File: src/rtl/vga_timing_pkg.sv
// Shared VGA timing definitions: horizontal segment lengths, pixel prescale
// and the line phase type used by the sync generators.
package vga_timing_pkg;

    localparam int H_SYNC_DFLT  = 192;
    localparam int H_BP_DFLT    = 96;
    localparam int H_DISP_DFLT  = 1280;
    localparam int H_FP_DFLT    = 32;
    localparam int PIX_DIV_DFLT = 10;
    localparam int H_LINE_DFLT  = H_SYNC_DFLT + H_BP_DFLT + H_DISP_DFLT + H_FP_DFLT;

    localparam int HCNT_W    = 11;
    localparam int PIX_CNT_W = 4;
    localparam int HPIX_W    = 7;

    typedef enum logic [1:0] {
        SYNC,
        BACK_PORCH,
        DISPLAY,
        FRONT_PORCH
    } hphase_e;

endpackage

File: src/rtl/vga_pixel_div.sv
// Modulo-DIV prescaler with enable and synchronous clear; wrap is high in the
// cycle whose enabled advance returns the count to zero.
module vga_pixel_div #(
    parameter int DIV   = 10,
    parameter int CNT_W = 4
) (
    input  logic clk,
    input  logic reset,
    input  logic en,
    input  logic clr,
    output logic wrap
);

    logic [CNT_W-1:0] cnt_q;
    logic [CNT_W-1:0] cnt_d;
    logic             at_last;

    always_comb begin
        at_last = (cnt_q == CNT_W'(DIV - 1));
        cnt_d   = cnt_q;
        if (clr) begin
            cnt_d = '0;
        end else if (en) begin
            cnt_d = at_last ? '0 : cnt_q + CNT_W'(1);
        end
    end

    assign wrap = en && !clr && at_last;

    always_ff @(posedge clk or negedge reset) begin
        if (!reset) begin
            cnt_q <= '0;
        end else begin
            cnt_q <= cnt_d;
        end
    end

endmodule

File: src/rtl/vga_hsync.sv
// Horizontal timing for a 640x480@60 line at 50 MHz: registered active-low
// sync and the 128-column logical pixel index.
module vga_hsync
    import vga_timing_pkg::*;
#(
    parameter int H_SYNC  = H_SYNC_DFLT,
    parameter int H_BP    = H_BP_DFLT,
    parameter int H_DISP  = H_DISP_DFLT,
    parameter int H_FP    = H_FP_DFLT,
    parameter int PIX_DIV = PIX_DIV_DFLT
) (
    input  logic              clk,
    input  logic              reset,
    output logic [HPIX_W-1:0] HPIXEL,
    output logic              VGA_HSYNC
);

    localparam int H_LINE     = H_SYNC + H_BP + H_DISP + H_FP;
    localparam int DISP_START = H_SYNC + H_BP;
    localparam int FP_START   = DISP_START + H_DISP;

    logic [HCNT_W-1:0] hcount_q;
    logic [HCNT_W-1:0] hcount_d;
    hphase_e           state_q;
    hphase_e           state_d;
    logic              hsync_q;
    logic              hsync_d;
    logic [HPIX_W-1:0] hpixel_q;
    logic [HPIX_W-1:0] hpixel_d;
    logic              pix_en;
    logic              pix_clr;
    logic              pix_wrap;

    always_comb begin
        hcount_d = (hcount_q == HCNT_W'(H_LINE - 1)) ? '0 : hcount_q + HCNT_W'(1);
    end

    always_ff @(posedge clk or negedge reset) begin
        if (!reset) begin
            hcount_q <= '0;
        end else begin
            hcount_q <= hcount_d;
        end
    end

    always_ff @(posedge clk or negedge reset) begin
        if (!reset) begin
            state_q <= SYNC;
        end else begin
            state_q <= state_d;
        end
    end

    // Phase follows the next count so the registered outputs line up with hcount_q.
    always_comb begin
        state_d = state_q;
        case (state_q)
            SYNC:        if (hcount_d == HCNT_W'(H_SYNC))     state_d = BACK_PORCH;
            BACK_PORCH:  if (hcount_d == HCNT_W'(DISP_START)) state_d = DISPLAY;
            DISPLAY:     if (hcount_d == HCNT_W'(FP_START))   state_d = FRONT_PORCH;
            FRONT_PORCH: if (hcount_d == '0)                  state_d = SYNC;
            default:                                          state_d = SYNC;
        endcase
    end

    // Prescaler is held at zero until the first display clock, then steps with it.
    assign pix_en  = (state_q == DISPLAY);
    assign pix_clr = (state_d != DISPLAY);

    vga_pixel_div #(
        .DIV   (PIX_DIV),
        .CNT_W (PIX_CNT_W)
    ) u_pixel_div (
        .clk   (clk),
        .reset (reset),
        .en    (pix_en),
        .clr   (pix_clr),
        .wrap  (pix_wrap)
    );

    always_comb begin
        hsync_d  = (state_d != SYNC);
        hpixel_d = '0;
        if (state_d == DISPLAY) begin
            hpixel_d = pix_wrap ? hpixel_q + HPIX_W'(1) : hpixel_q;
        end
    end

    always_ff @(posedge clk or negedge reset) begin
        if (!reset) begin
            hsync_q  <= 1'b0;
            hpixel_q <= '0;
        end else begin
            hsync_q  <= hsync_d;
            hpixel_q <= hpixel_d;
        end
    end

    assign VGA_HSYNC = hsync_q;
    assign HPIXEL    = hpixel_q;

endmodule

File: config.mk
export PLATFORM = sky130hd
export DESIGN_NAME = vga_hsync
export DESIGN_NICKNAME = d
export VERILOG_FILES = /design/src/rtl/vga_timing_pkg.sv /design/src/rtl/vga_pixel_div.sv /design/src/rtl/vga_hsync.sv
export SDC_FILE = /design/constraint.sdc
export NUM_CORES = 1
export LEC_CHECK = 0
export ABC_AREA = 1
export CAP_MARGIN = 30
export CORE_MARGIN = 1
export CORE_UTILIZATION = 43
export DETAILED_ROUTE_END_ITERATION = 10
export MAX_ROUTING_LAYER = met4
export PLACE_DENSITY = 0.57
export SETUP_SLACK_MARGIN = 0.5
export SLEW_MARGIN = 20
export SYNTH_ARGS = -nofsm -noshare
export SYNTH_HDL_FRONTEND = slang
export SYNTH_HIERARCHICAL = 1
export SYNTH_SLANG_ARGS = --single-unit
File: constraint.sdc
create_clock -name clk -period 6.36 [get_ports clk]
set_input_delay 1.272 -clock clk [delete_from_list [all_inputs] [get_ports clk]]
set_output_delay 1.272 -clock clk [all_outputs]
set_load 0.05 [all_outputs]
==> metrics.txt <==
Rel. slew slack=62.1%; WS Path Type=flip-flop to flip-flop; # DRC=0; IO buf count=9; Post-CTS Setup Bufs=0; crit path from=hcount_q[0]; LEAKAGE=0.814 nW; Core ar.=3390 um^2; final hold vios=0; largest net degree at the start of global routing=26; GP Congestion=0.828; Final setup viols=0; layout cell share with drive strength beyond 1=21.1%; ant diodes=0; Synth Area in Simple Gates=43.2%; Post-DP HPWL=2100 um; PwrDens=134 nW/um^2; hold endpoint=hcount_q[0]; Mapped Area=1550 um^2; Worst EP arrival=3.58 ns; htree depth=1; routed vias/inst=4.66; WP data required=6.57 ns; largest family of logic cells by synthesized area=simple AND/OR/NAND/NOR gates; f_max=296 MHz; GR Overflow Total=0; final std cells w/o fill=255; first-pass GRT wire length=4330 um; clk root buf=clkbuf_4; post-CTS sizing=0; sequential-to-total area share from yosys stat=40.5%; Setup TNS=0 ns; synthesized instance count=196; top cell type's share of synthesized area=40.5%; Setup Skew=0.00335 ns; R2R Path End=HPIXEL[6]; RSZ-0062 raised after global routing=no; post-synth top area cell=dfrtp_1; Tot GR Track Use=15.9%; Period minus WS final=3.37 ns; ys async rst share=100%; Worst R2R Path Depth=22; Synth Flop Type=dfrtp_1; Reg-to-Reg Start=hcount_q[0]; final worst-path cycle share=53.0%; Worst setup SP type=flip-flop; layout overhead on the synthesized area=10.9%; Netlist cell types=23; syn_area_per_cell=7.88 um^2; die span in y=61.9 um; Initial Util=45.6%; Post-DP Area=1690 um^2; Hold Crit Depth=1; placed cells=251; clock sink count=25; total nets after synthesis=202; CP endpoint kind=flip-flop; starting DRC count in detailed routing=44; Pins Over Slew Limit=0; top cells by area, synth=dfrtp_1, nand2_1, inv_1, nor2_2, nor2_4; r2r setup slk=2.99 ns; max cap viols=0; Clock transition at path regs=0.13 ns; Synth Area in XOR/XNOR=3.40%; status=finished clean; Rows=21; Synth Area in Compound Gates=0.972%; DRT Pass-1 Iters=4; DRT antenna net count=0; Synth Register Bits=25; nets@finish=216; worst-skew pair later-pin latency=0.30 ns; die width=61.9 um; worst-path fanout max=9; worst min path class=flip-flop to flip-flop; CTS tree=yes; most instantiated cells after synthesis=nand2_1, inv_1, dfrtp_1, nor2_1, nor2_2; Finished Cell Area=1710 um^2; Fillers=326; post-synthesis mux area share=0.648%; number of enable flip-flop cells after synthesis=0; adder-cell share of the synthesized area=3.24%; I/O pins=10; most frequent cell after synthesis=nand2_1; Worst-Margin Slew=0.568 ns; worst vdd ir=0.0749 mV; Bufs on Longest Clock Path=2; DIE AREA=3840 um^2; Detailed Route WL=2620 um; wire per inst=10.3 um; total CTS buffers=3; yosys warns=6; hold-fix buffers at CTS=0; worst hold start=hcount_q[0]; vias=1,188; initial antenna violation count=0; vias in the first global route=1,091
==> sequential cells by signal, summed over array words and instances (netlist names) <==
signal,count
HPIXEL,7
state_q,2
VGA_HSYNC,1
hcount_q,11
u_pixel_div/cnt_q,4
==> cell type report <==
type                    count  area (um^2)  share of cell area, %
repair buffers              9         85.1                   4.96
inverters                  33          124                   7.23
multi-input cells         138          796                   46.4
flip-flops and latches     25          626                   36.5
clock buffers               4         26.3                   1.53
well taps                  46         57.6                   3.36
==> per-stage QoR <==
stage / util, % / hold slack (ns) / setup WS (ns) / total power [W]
floorplan: - / 0.469 / 3.29 / 0.000162
global placement: 49.9 / 0.484 / 3.07 / 0.000166
detailed placement: 49.8 / 0.505 / 2.99 / 0.000166
CTS: 50.6 / 0.519 / 2.96 / 0.000236
global route: 50.6 / 0.561 / 2.59 / 0.000242
finish: 50.6 / 0.524 / 2.99 / 0.000230
==> routing by layer <==
metal | vias up | part of all wire [%] | track usage, %
met5 | - | 0 | -
met4 | 0 | 0.72 | 5.71
met3 | 2 | 1.2 | 1.86
met2 | 6 | 52 | 28.0
met1 | 560 | 46 | 18.6
li1 | 620 | - | -
==> cell families after synthesis <==
family | count (synthesis)
simple gates | 124
fa+ha+maj | 4
flops | 25
xor+xnor | 6
buf+inv | 33
mux | 1
compound gates | 3
==> worst max-delay path by stage <==
stage                     end  slack, ns  cells after the start
floorplan           HPIXEL[6]       3.29                     22
global placement    HPIXEL[6]       3.07                     22
detailed placement  HPIXEL[6]       2.99                     22
CTS                 HPIXEL[6]       2.96                     22
global route        HPIXEL[6]       2.59                     22
finish              HPIXEL[6]       2.99                     22
==> where the power goes <==
group,internal (W),switching (W)
sequential,0.000159,0
combinational,0.000000220,0.00000304
clock,0.0000244,0.0000437
==> critical path: stages (launching register included) <==
cell,delay (ns)
dfrtp_1,0.44
ha_1,0.25
nand2_2,0.14
nor2_2,0.06
or2_1,0.20
nand2_1,0.09
inv_2,0.04
nor2_1,0.13
nand2_1,0.08
nor2_2,0.10
nand4_1,0.11
nand3_2,0.12
nand3_4,0.16
inv_1,0.09
nand2_1,0.07
nor3_1,0.35
inv_1,0.12
nor3_1,0.16
inv_1,0.07
nor2_1,0.16
nand3_1,0.11
xor2_1,0.17
nor2_2,0.05
==> placed cells by master (no fill, tap or decap), types with 2 or more instances in the layout <==
master / n
clkbuf_4: 3
clkdlybuf4s50_1: 8
dfrtp_1: 25
ha_1: 4
inv_1: 31
inv_2: 2
nand2_1: 48
nand2_2: 8
nand3_1: 12
nand3_2: 6
nand4_1: 2
nor2_1: 17
nor2_2: 15
nor2_4: 7
nor3_1: 4
o21ai_0: 2
xnor2_1: 2
xor2_1: 4
No activity file was read; power rests on OpenSTA's default activity.
